### src/rtl/dshot_pkg.sv
// rtl/dshot_pkg.sv - DSHOT150 shared types, nominal timing and CRC helper
package dshot_pkg;

    localparam int DSHOT150_BIT_CYCLES = 480;
    localparam int DSHOT150_T0H_CYCLES = 180;
    localparam int DSHOT150_T1H_CYCLES = 360;
    localparam int DSHOT150_THRESH_CYCLES = 270;
    localparam int DSHOT150_MIN_HIGH_CYCLES = 60;
    localparam int DSHOT150_MAX_HIGH_CYCLES = 450;
    localparam int DSHOT150_GAP_CYCLES = 960;

    typedef struct packed {
        logic [10:0] throttle;
        logic        telemetry;
        logic [3:0]  crc;
    } dshot_frame_t;

    typedef enum logic [2:0] {
        ST_RECOVER,
        ST_IDLE,
        ST_HIGH,
        ST_LOW,
        ST_CHECK
    } dshot_state_t;

    function automatic logic [3:0] dshot_crc(logic [11:0] v);
        return v[3:0] ^ v[7:4] ^ v[11:8];
    endfunction

endpackage

### src/rtl/sync_edge.sv
// rtl/sync_edge.sv - 2-flop synchronizer with registered rise/fall detect
module sync_edge (
    input  logic i_clk,
    input  logic i_rst_n,
    input  logic i_d,
    output logic o_level,
    output logic o_rise,
    output logic o_fall
);

    logic [2:0] sh_q;
    logic [2:0] sh_d;

    always_comb begin
        sh_d = {sh_q[1:0], i_d};
    end

    always_ff @(posedge i_clk or negedge i_rst_n) begin
        if (!i_rst_n) begin
            sh_q <= 3'b000;
        end else begin
            sh_q <= sh_d;
        end
    end

    assign o_level = sh_q[1];
    assign o_rise  = sh_q[1] & ~sh_q[2];
    assign o_fall  = ~sh_q[1] & sh_q[2];

endmodule

### src/rtl/dshot_rx.sv
// rtl/dshot_rx.sv - DSHOT150 receiver: pulse-width bit decode, framing and CRC check
module dshot_rx
    import dshot_pkg::*;
#(
    parameter int BIT_CYCLES      = DSHOT150_BIT_CYCLES,
    parameter int THRESH_CYCLES   = DSHOT150_THRESH_CYCLES,
    parameter int MIN_HIGH_CYCLES = DSHOT150_MIN_HIGH_CYCLES,
    parameter int MAX_HIGH_CYCLES = DSHOT150_MAX_HIGH_CYCLES,
    parameter int GAP_CYCLES      = DSHOT150_GAP_CYCLES
) (
    input  logic        i_clk,
    input  logic        i_rst_n,
    input  logic        i_dshot,
    output logic [15:0] o_frame,
    output logic [10:0] o_throttle,
    output logic        o_telemetry,
    output logic        o_valid,
    output logic        o_crc_err,
    output logic        o_frame_err,
    output logic        o_busy
);

    localparam int CW = $clog2(GAP_CYCLES + 1);

    logic line, rise, fall;

    sync_edge u_sync (
        .i_clk   (i_clk),
        .i_rst_n (i_rst_n),
        .i_d     (i_dshot),
        .o_level (line),
        .o_rise  (rise),
        .o_fall  (fall)
    );

    dshot_state_t state_q, state_d;
    logic [CW-1:0] cnt_q, cnt_d;
    logic [15:0]   shift_q, shift_d;
    logic [3:0]    idx_q, idx_d;
    dshot_frame_t  frame_q, frame_d;
    logic          valid_q, valid_d;
    logic          crc_err_q, crc_err_d;
    logic          frame_err_q, frame_err_d;
    logic          busy_q, busy_d;

    always_comb begin
        state_d     = state_q;
        shift_d     = shift_q;
        idx_d       = idx_q;
        frame_d     = frame_q;
        valid_d     = 1'b0;
        crc_err_d   = 1'b0;
        frame_err_d = 1'b0;

        case (state_q)
            ST_RECOVER: begin
                if (!line && cnt_q >= CW'(GAP_CYCLES)) state_d = ST_IDLE;
            end
            ST_IDLE: begin
                if (rise) begin
                    idx_d   = 4'd15;
                    state_d = ST_HIGH;
                end
            end
            ST_HIGH: begin
                if (cnt_q > CW'(MAX_HIGH_CYCLES)) begin
                    frame_err_d = 1'b1;
                    state_d     = ST_RECOVER;
                end else if (fall) begin
                    if (cnt_q < CW'(MIN_HIGH_CYCLES)) begin
                        frame_err_d = 1'b1;
                        state_d     = ST_RECOVER;
                    end else begin
                        shift_d = {shift_q[14:0], cnt_q >= CW'(THRESH_CYCLES)};
                        if (idx_q == 4'd0) begin
                            state_d = ST_CHECK;
                        end else begin
                            idx_d   = idx_q - 4'd1;
                            state_d = ST_LOW;
                        end
                    end
                end
            end
            ST_LOW: begin
                if (cnt_q >= CW'(GAP_CYCLES)) begin
                    frame_err_d = 1'b1;
                    state_d     = ST_RECOVER;
                end else if (rise) begin
                    state_d = ST_HIGH;
                end
            end
            ST_CHECK: begin
                if (dshot_crc(shift_q[15:4]) == shift_q[3:0]) begin
                    frame_d = shift_q;
                    valid_d = 1'b1;
                end else begin
                    crc_err_d = 1'b1;
                end
                state_d = ST_IDLE;
            end
            default: state_d = ST_RECOVER;
        endcase

        // Entering RECOVER after an error demands a fresh full gap of low line.
        if (state_d == ST_RECOVER && state_q != ST_RECOVER) begin
            cnt_d = '0;
        end else if (rise || fall) begin
            cnt_d = CW'(1);
        end else if (state_q == ST_RECOVER && line) begin
            cnt_d = '0;
        end else if (cnt_q != CW'(GAP_CYCLES)) begin
            cnt_d = cnt_q + CW'(1);
        end else begin
            cnt_d = cnt_q;
        end

        busy_d = (state_d == ST_HIGH) || (state_d == ST_LOW);
    end

    always_ff @(posedge i_clk or negedge i_rst_n) begin
        if (!i_rst_n) begin
            state_q     <= ST_RECOVER;
            cnt_q       <= '0;
            shift_q     <= '0;
            idx_q       <= '0;
            frame_q     <= '0;
            valid_q     <= 1'b0;
            crc_err_q   <= 1'b0;
            frame_err_q <= 1'b0;
            busy_q      <= 1'b0;
        end else begin
            state_q     <= state_d;
            cnt_q       <= cnt_d;
            shift_q     <= shift_d;
            idx_q       <= idx_d;
            frame_q     <= frame_d;
            valid_q     <= valid_d;
            crc_err_q   <= crc_err_d;
            frame_err_q <= frame_err_d;
            busy_q      <= busy_d;
        end
    end

    assign o_frame     = frame_q;
    assign o_throttle  = frame_q.throttle;
    assign o_telemetry = frame_q.telemetry;
    assign o_valid     = valid_q;
    assign o_crc_err   = crc_err_q;
    assign o_frame_err = frame_err_q;
    assign o_busy      = busy_q;

endmodule
### config.mk
export PLATFORM = sky130hd
export DESIGN_NAME = dshot_rx
export DESIGN_NICKNAME = d
export VERILOG_FILES = /design/src/rtl/dshot_pkg.sv /design/src/rtl/sync_edge.sv /design/src/rtl/dshot_rx.sv
export SDC_FILE = /design/constraint.sdc
export NUM_CORES = 1
export LEC_CHECK = 0
export BUFFER_PORTS_ARGS = -buffer_cell sky130_fd_sc_hd__buf_2
export CORE_MARGIN = 2
export CORE_UTILIZATION = 40
export CTS_CLUSTER_SIZE = 12
export DETAILED_ROUTE_END_ITERATION = 16
export GPL_TIMING_DRIVEN = 0
export SLEW_MARGIN = 25
export SYNTH_ARGS = -nofsm -noshare
export SYNTH_HDL_FRONTEND = slang
export SYNTH_HIERARCHICAL = 1
export SYNTH_SLANG_ARGS = --single-unit
### constraint.sdc
create_clock -name i_clk -period 3.53 [get_ports i_clk]
set_input_delay 0.5295 -clock i_clk [delete_from_list [all_inputs] [get_ports i_clk]]
set_output_delay 0.5295 -clock i_clk [all_outputs]
set_load 0.02 [all_outputs]
==> results.ini, run 1 <==
[outcome]
status=finished, final reports clean

[global_route]
grt_max_degree=57
grt_overflow=0
antenna_found_initial=0
grtUsageTotal=0.133
grt_pass1_vias=1605
grt_pass1_wl_microns=7850

[pwr]
total_power_w=0.00111
combinationalPowerShare=0.031
p_int_w=0.000865
power-per-cell-area_nw_per_um2=355
leakage_nw=1.65
ir_worst_vdd_v=0.000169
switchingPower_w=0.000242
power_frac_seq=0.589
clkPwrFrac=0.380
p_sw_frac=0.218

[place]
routabilityCongestion=0.805
post_dp_cell_area_sq_um=3010
dp_hpwl_microns=3240
port_buffers=34
post-place-ws_ps=1250

[cells_and_area]
final_area_sq_um=3120
synthToLayoutAreaGrowth_pct=14.0
multiInputGateArea_sq_um=1160
num_antenna_cells=0
drive_gt1_frac=0.342
nets=270
register_area_sq_um=1400
fillers=643

[logic_synthesis]
synth_xor_area_frac=0.0672
ys_ff_latch=56
synth_top_family_by_area=multiplexers
yosysWarnings=6
synth-seq-area-share=0.512
synthesis.nets=229
synth-compound-area-share=0.0649
syn_inst=221
postSynthAreaPerCell_sq_um=12.4
synthArstFlopShare=1.00
synth_adder_area_share=0.0229
synth_edf_count=0
synth_cell_types=47
synth_area_sq_um=2740
synthFlopType=dfrtp_1
synth_simple_gate_area_frac=0.125
muxShareOfSynthArea=0.144

[clock_tree]
clock_sinks=56
cts_hold_buf=0
clock-root-buffer=clkbuf_8
worstSkewPairLatency_ps=310
post_cts_buffers=0
cts_made_buffers=5
cts.clk_slew.worst_paths_ps=110
cts_htree_levels=2
cts_buffer_depth=2
cts_tree=yes
post_cts_resized=0

[worst_setup_path]
critPathKind=flip-flop to flip-flop
arrival_ps=2480
cp_slowest_cell=nor4_4
critical_path_required_ps=3720
cp_cell_sequence=nor4_2 > a21oi_2 > nor4_4 > buf_6 > mux2_1
crit_family=simple AND/OR/NAND/NOR gates
crit_fanout=10
slowest_delay_ps=620
worst-path-buf-inv=1
startpoint_type=flip-flop
endpoint_kind=flip-flop

[detailed_routing]
route.detailed.drc=0
final_antenna_net_count=0
vias_per_cell=4.94
wl_per_cell_microns=13.5
drtIter0Drc=76
drt_wl_total_microns=4650
drt_first_pass_iters=4
dr_total_vias=1694

[timing]
fmax_mhz=437
tightest_slew_ps=699
finalSetupViolCount=0
rsz0062_at_grt=no
fin_ws_ps=1240
slew_violations=0
fin_setup_tns_ps=0
hold_viol_final=0
post-route-min-period_ps=2290
hold_ws_ps=253
relSlewSlack=0.534
fin_crit_sh=0.648
fin_skew_ps=12.7

[floorplanning]
fp-row-count=30
dieArea_sq_um=7520
ios=35
die_w_microns=86.7
die_h_microns=86.7
initial_core_util=0.407
core_sq_um=6720

[min_path]
hold_class=input pin to asynchronous set/reset pin

[run]
cap_viol_max_count=0

==> power by group through the flow <==
stage	Sequential, W	Clock (W)	Combinational, W
floorplan	0.000663	0	0.0000169
global placement	0.000665	0	0.0000348
detailed placement	0.000664	0	0.0000359
CTS	0.000652	0.000434	0.0000361
global route	0.000653	0.000460	0.0000402
finish	0.000652	0.000420	0.0000343
==> per-stage QoR <==
step | utilization | std cells
5_1_grt | 0.464 | 343
3_5_place_dp | 0.448 | 335
2_1_floorplan | - | 221
3_3_place_gp | 0.447 | 335
4_1_cts | 0.464 | 343
6_report | 0.464 | 343
==> cells by family after synthesis <==
logic type               after synthesis
buffers and inverters                 28
AND/OR/NAND/NOR                       57
XOR/XNOR                              21
flip-flops                            56
adder cells (fa/ha/maj)                5
AO/OA/AOI/OAI                         22
multiplexers                          32
==> cell usage in the layout, fill, tap and decap left out, types with 9 or more instances in the layout <==
| cell type | synthesis | layout |
|---|---|---|
| buf_2 | 2 | 35 |
| buf_4 | 12 | 13 |
| dfrtp_1 | 56 | 56 |
| inv_1 | 9 | 9 |
| mux2_1 | 12 | 12 |
| mux2_2 | 10 | 10 |
| mux2_4 | 9 | 9 |
| nand3_1 | 10 | 10 |
| nor2_1 | 14 | 14 |
| xnor2_1 | 10 | 10 |
| xor2_1 | 11 | 11 |
==> routing by layer <==
layer  up-vias  track usage  part of all wire
met4         0       0.0426            0.0095
met1       811        0.190              0.51
met2        30        0.197              0.44
met5         -            0                 0
li1        848            -                 -
met3         5       0.0352             0.035
==> final timing paths <==
check / slack, ps / cells after the start / startpoint / end
worst max-delay path: 1240 / 5 / cnt_q[5] / shift_q[5]
worst min-delay path: 250 / 1 / i_rst_n / idx_q[2]
worst max register to register: 1240 / 5 / cnt_q[5] / shift_q[5]
worst min register to register: 360 / 0 / u_sync/sh_q[0] / u_sync/sh_q[1]
max in group asynchronous: 2800 / 1 / i_rst_n / o_frame[1]
min in group i_clk: 320 / 1 / i_dshot / u_sync/sh_q[0]
==> area by class of cell <==
cell class	count	area share
timing repair buffer	34	0.0553
tap	80	0.0321
multi-input combinational	137	0.372
clock buffer	5	0.0221
inverter	9	0.0108
clock inverter	3	0.0136
buffer	19	0.0453
sequential	56	0.449
==> worst reg2reg max path: stages (launching register included) <==
cell and delay (ps):
dfrtp_1 430, nor4_2 380, a21oi_2 170, nor4_4 620, buf_6 240, mux2_1 330
==> cells in the mapped netlist (3+ instances only) <==
cell | count | area [sq um]
and4_1 | 3 | 26.3
buf_4 | 12 | 90.1
mux2_1 | 12 | 135
xnor2_1 | 10 | 87.6
a2111oi_0 | 4 | 35.0
nor3_1 | 3 | 15.0
ha_1 | 5 | 62.6
nand3_1 | 10 | 50.1
o21ai_0 | 4 | 20.0
nand2_1 | 4 | 15.0
nand4_1 | 3 | 18.8
xor2_1 | 11 | 96.3
dfrtp_1 | 56 | 1400
mux2_2 | 10 | 113
inv_1 | 9 | 33.8
mux2_4 | 9 | 135
buf_6 | 3 | 33.8
nor2_1 | 14 | 52.6
==> state kept, by name, summed over array words and instances (netlist names) <==
signal       cells
cnt_q           10
idx_q            4
o_busy           1
o_crc_err        1
o_frame          4
o_frame_err      1
o_telemetry      1
o_throttle      11
o_valid          1
shift_q         16
state_q          3
u_sync/sh_q      3
Note: power is estimated with default switching activity, not from simulation.
==> run 2, diff against run 1 <==
Settings changed: ABC_AREA set to 1.
Clock period 3.53 ns to 1.8 ns, I/O delays scaled along.
==> results.ini, run 2 <==
[outcome]
status=finished with violations
violations=negative hold slack

[detailed_routing]
dr_total_vias=2173
drtIter0Drc=82
final_antenna_net_count=0
wl_per_cell_microns=11.3
drt_first_pass_iters=4
drt_wl_total_microns=5450
route.detailed.drc=0
vias_per_cell=4.51

[logic_synthesis]
postSynthAreaPerCell_sq_um=8.90
synth_area_sq_um=2980
synthesis.nets=343
yosysMostFrequentCell=nand2_1
ys_ff_latch=56
synth_cell_types=36
synth_top_area_frac=0.470
synth_area_leaders=dfrtp_1, nand2_1, inv_1
synth-seq-area-share=0.470
yosysWarnings=6
synthArstFlopShare=1.00
synth.top_cells.by_count=nand2_1, dfrtp_1, inv_1, nor2_1, o21ai_0
yosysTopAreaCell=dfrtp_1
synth_edf_count=0
syn_inst=335
synthFlopType=dfrtp_1

[timing]
hold_ws_ps=-7.24
fin_crit_sh=0.925
post-route-min-period_ps=1670
tightest_slew_ps=709
fmax_mhz=600
relSlewSlack=0.527
hold_viol_final=13
fin_skew_ps=14.9
slew_violations=0
fin_setup_tns_ps=0
finalSetupViolCount=0
fin_ws_ps=134

[floorplanning]
fp-row-count=31
dieArea_sq_um=8160
core_sq_um=7250
die_w_microns=90.3
ios=35
die_h_microns=90.3
initial_core_util=0.411

[global_route]
antenna_found_initial=0
grtUsageTotal=0.144
grt_pass1_vias=2104
grt_pass1_wl_microns=9770
grt_overflow=0
grt_max_degree=57

[worst_setup_path]
r2r_slack_ps=130
arrival_ps=1880
cp-endpoint=o_telemetry
r2r_cells=8
startpoint=shift_q[9]
cp_slowest_cell=dfrtp_1
startpoint_type=flip-flop
reg2reg_from=shift_q[9]
cp_cell_sequence=xnor2_1 > xnor2_1 > nand2_1 > nor3_2 > nand2_2 > buf_6 > nand2_1 > o21ai_2
slowest_delay_ps=450
timing.rr.end=o_telemetry
endpoint_kind=flip-flop
critical_path_required_ps=2010
critPathKind=flip-flop to flip-flop
crit_fanout=10

[cells_and_area]
fin_cells=482
synthToLayoutAreaGrowth_pct=15.7
multiInputGateArea_sq_um=1240
register_area_sq_um=1400
final_cell_mix=nand2_1, dfrtp_1, inv_1
num_antenna_cells=0
final_common_cell=nand2_1
nets=390
largest_register_ffs=16
fillers=724
top_register=shift_q
drive_gt1_frac=0.337
final_core_util=0.475

[clock_tree]
cts_hold_buf=0
clock-root-buffer=clkbuf_8
cts_tree=yes
cts_made_buffers=5
clock_sinks=56
worstSkewPairLatency_ps=320
cts_htree_levels=2
cts_buffer_depth=2
cts.clk_slew.worst_paths_ps=120

[run]
cap_viol_max_count=0

[min_path]
hold_class=input pin to asynchronous set/reset pin

[place]
routabilityCongestion=0.828
post-place-ws_ps=17.0
port_buffers=34
dp.cells=468
dp_hpwl_microns=4020

[pwr]
leakage_nw=1.80
ir_worst_vdd_v=0.000313
power-per-cell-area_nw_per_um2=608

-- run 2: cell types whose count changed in the layout (fill, tap and decap cells not counted), moves of 7 or more --
cell	delta
nand2_1	+61
inv_1	+40
o21ai_2	+15
o21ai_0	+14
mux2_1	-12
mux2_2	-10
mux2_4	-9
nor2_2	+9
nand2_2	+8
buf_4	+7
inv_2	+7
-- run 2: layout make-up --
class / count / share of cell area
Sequential cell: 56 / 0.407
Multi-Input combinational cell: 203 / 0.361
Inverter: 58 / 0.0639
Timing Repair Buffer: 40 / 0.0631
Buffer: 18 / 0.0410
Tap cell: 99 / 0.0359
Clock buffer: 5 / 0.0200
Clock inverter: 3 / 0.00798
-- run 2: kinds of logic (layout without fill, tap and decap cells) --
family | Yosys count | in the layout | share of synthesized area
adders and majority gates | 5 | 5 | 0.0210
buffers and inverters | 76 | 124 | 0.121
AOI/OAI and AO/OA | 46 | 46 | 0.107
and+or+nand+nor | 137 | 137 | 0.237
xor gates and xnor gates | 15 | 15 | 0.0441
DFF | 56 | 56 | 0.470
-- run 2: worst min-delay path by stage --
stage,start,to,cells after the start
finish,i_rst_n,o_throttle[1],1
global route,i_rst_n,o_throttle[1],1
CTS,i_rst_n,o_throttle[1],1
detailed placement,u_sync/sh_q[0],u_sync/sh_q[1],0
global placement,u_sync/sh_q[0],u_sync/sh_q[1],0
floorplan,i_rst_n,cnt_q[0],0
-- run 2: where the power goes --
group | total [W] | internal, W | leakage (nW) | switching [W]
clock | 0.000737 | 0.000287 | 0.0463 | 0.000450
combinational | 0.0000842 | 0.0000244 | 0.989 | 0.0000598
sequential | 0.00128 | 0.00127 | 0.770 | 0.00000966
total | 0.00210 | 0.00158 | 1.80 | 0.000519
-- run 2: worst max-delay path, delay by kind of cell, from the launching register on --
family | cells | cell delay (ps)
flops | 1 | 450
compound gates | 1 | 50
simple gates | 4 | 530
xor+xnor | 2 | 350
buf+inv | 1 | 190
-- run 2: metrics by stage --
step | instance area (sq um) | total power, W | hold slack, ps
after floorplan | 2980 | 0.00134 | -25.6
after global placement | 3270 | 0.00138 | 333
after detailed placement | 3280 | 0.00138 | 337
after CTS | 3370 | 0.00212 | 18.2
after global routing | 3450 | 0.00220 | 37.7
final | 3450 | 0.00210 | -7.24
-- run 2: layer usage --
layer	routed length [microns]	vias to the layer above	GRT usage
li1	-	1135	-
met1	2680	989	0.196
met2	2530	44	0.237
met3	184	5	0.0250
met4	70	0	0.0436
met5	0	-	0
-- run 2: timing repair --
action,CTS,global route
hold endpoints to repair,0,0
resized for setup,0,14
endpoints found under the setup margin,0,26
setup buffers,0,6
==> run 3, diff against run 2 <==
Settings changed: MAX_ROUTING_LAYER set to met4.
==> results.ini, run 3 (same netlist as run 2, synthesis figures left out) <==
[timing]
fin_setup_tns_ps=0
fin_skew_ps=14.9
fin_ws_ps=134
relSlewSlack=0.527
finalSetupViolCount=0
post-route-min-period_ps=1670
hold_ws_ps=-7.20
tightest_slew_ps=709
hold_viol_final=13
fin_crit_sh=0.925
fmax_mhz=600
slew_violations=0

[detailed_routing]
drt_first_pass_iters=4
final_antenna_net_count=0
route.detailed.drc=0
dr_wl_met3_microns=184
wl_per_cell_microns=11.3
dr_total_vias=2171
vias_per_cell=4.50
wl_met1_microns=2680
dr_wl_met2_microns=2520
drt_wl_total_microns=5460
drtIter0Drc=82
top_layer=met4

[place]
post_dp_cell_area_sq_um=3280
routabilityCongestion=0.841
post-place-ws_ps=17.0
port_buffers=34
dp_hpwl_microns=4020

[floorplanning]
ios=35
die_w_microns=90.3
dieArea_sq_um=8160
initial_core_util=0.411
die_h_microns=90.3
fp-row-count=31
core_sq_um=7250

[worst_setup_path]
endpoint_kind=flip-flop
timing.rr.end=o_telemetry
r2r_cells=8
r2r_slack_ps=130
critPathKind=flip-flop to flip-flop
crit_fanout=10
startpoint_type=flip-flop
critical_path_required_ps=2010
reg2reg_from=shift_q[9]
arrival_ps=1870

[clock_tree]
cts_htree_levels=2
worstSkewPairLatency_ps=320
cts.clk_slew.worst_paths_ps=120
cts_made_buffers=5
cts_tree=yes
clock_sinks=56
cts_buffer_depth=2
clock-root-buffer=clkbuf_8

[global_route]
antenna_found_initial=0
grt_max_degree=57
grtUsageTotal=0.148
grt_pass1_vias=2103
grt_overflow=0
grt_pass1_wl_microns=9780

[run]
cap_viol_max_count=0

[pwr]
p_int_w=0.00158
leakage_nw=1.80
clkPwrFrac=0.351
power_frac_seq=0.608
p_sw_frac=0.248
ir_worst_vdd_v=0.000313
combinationalPowerShare=0.040
switchingPower_w=0.000519
power-per-cell-area_nw_per_um2=608

[outcome]
violations=negative hold slack
status=finished with violations

[cells_and_area]
largest_register_ffs=16
nets=390
final_common_cell=nand2_1
top_register=shift_q
num_antenna_cells=0
final_cell_mix=nand2_1, dfrtp_1, inv_1
drive_gt1_frac=0.337
final_area_sq_um=3450
synthToLayoutAreaGrowth_pct=15.7

[min_path]
hold_class=input pin to asynchronous set/reset pin

## run 3: layer usage
metal	vias to the layer above	global-route usage
li1	1135	-
met2	44	0.237
met4	0	0.0436
met3	5	0.0250
met5	-	-
met1	987	0.196
## run 3: power groups by stage
stage               Sequential (W)  Combinational [W]  Clock, W
finish                     0.00128          0.0000842  0.000737
global placement           0.00130          0.0000757         0
CTS                        0.00128          0.0000780  0.000761
global route               0.00128           0.000102  0.000816
floorplan                  0.00130          0.0000406         0
detailed placement         0.00130          0.0000780         0
## run 3: final cells by class
type / instances / area (sq um)
inverters: 58 / 220
clock inverters: 3 / 27.5
well taps: 99 / 124
multi-input cells: 203 / 1240
fillers: 724 / 3800
repair buffers: 40 / 218
flip-flops and latches: 56 / 1400
plain buffers: 18 / 141
clock buffers: 5 / 68.8
## run 3: stage by stage
| step | cells | hold WS [ps] | util | total power, W |
|---|---|---|---|---|
| finish | 482 | -7.20 | 0.475 | 0.00210 |
| global route | 482 | 37.7 | 0.475 | 0.00220 |
| CTS | 476 | 18.2 | 0.465 | 0.00212 |
| detailed placement | 468 | 337 | 0.452 | 0.00138 |
| global placement | 468 | 333 | 0.451 | 0.00138 |
| floorplan | 335 | -25.6 | - | 0.00134 |
## run 3: worst max path at each step
| stage | depth (start not counted) | end | startpoint | slack [ps] |
|---|---|---|---|---|
| after floorplan | 13 | cnt_q[3] | idx_q[0] | 240 |
| after global placement | 13 | cnt_q[4] | idx_q[0] | 20 |
| after detailed placement | 13 | cnt_q[4] | idx_q[0] | 20 |
| after CTS | 13 | cnt_q[4] | idx_q[0] | 10 |
| after global routing | 13 | cnt_q[9] | idx_q[1] | -8 |
| final | 8 | o_telemetry | shift_q[9] | 130 |
## run 3: what timing repair did
item / CTS / global route
buffers inserted: 0 / 6
setup endpoints to repair: 0 / 26
resized for setup: 0 / 14
hold buffers: 0 / 0
## run 3: worst max-delay path: stages, from the launching register on
cell,delay [ps]
dfrtp_1,450
xnor2_1,210
xnor2_1,140
nand2_1,80
nor3_2,220
nand2_2,160
buf_6,190
nand2_1,70
o21ai_2,50
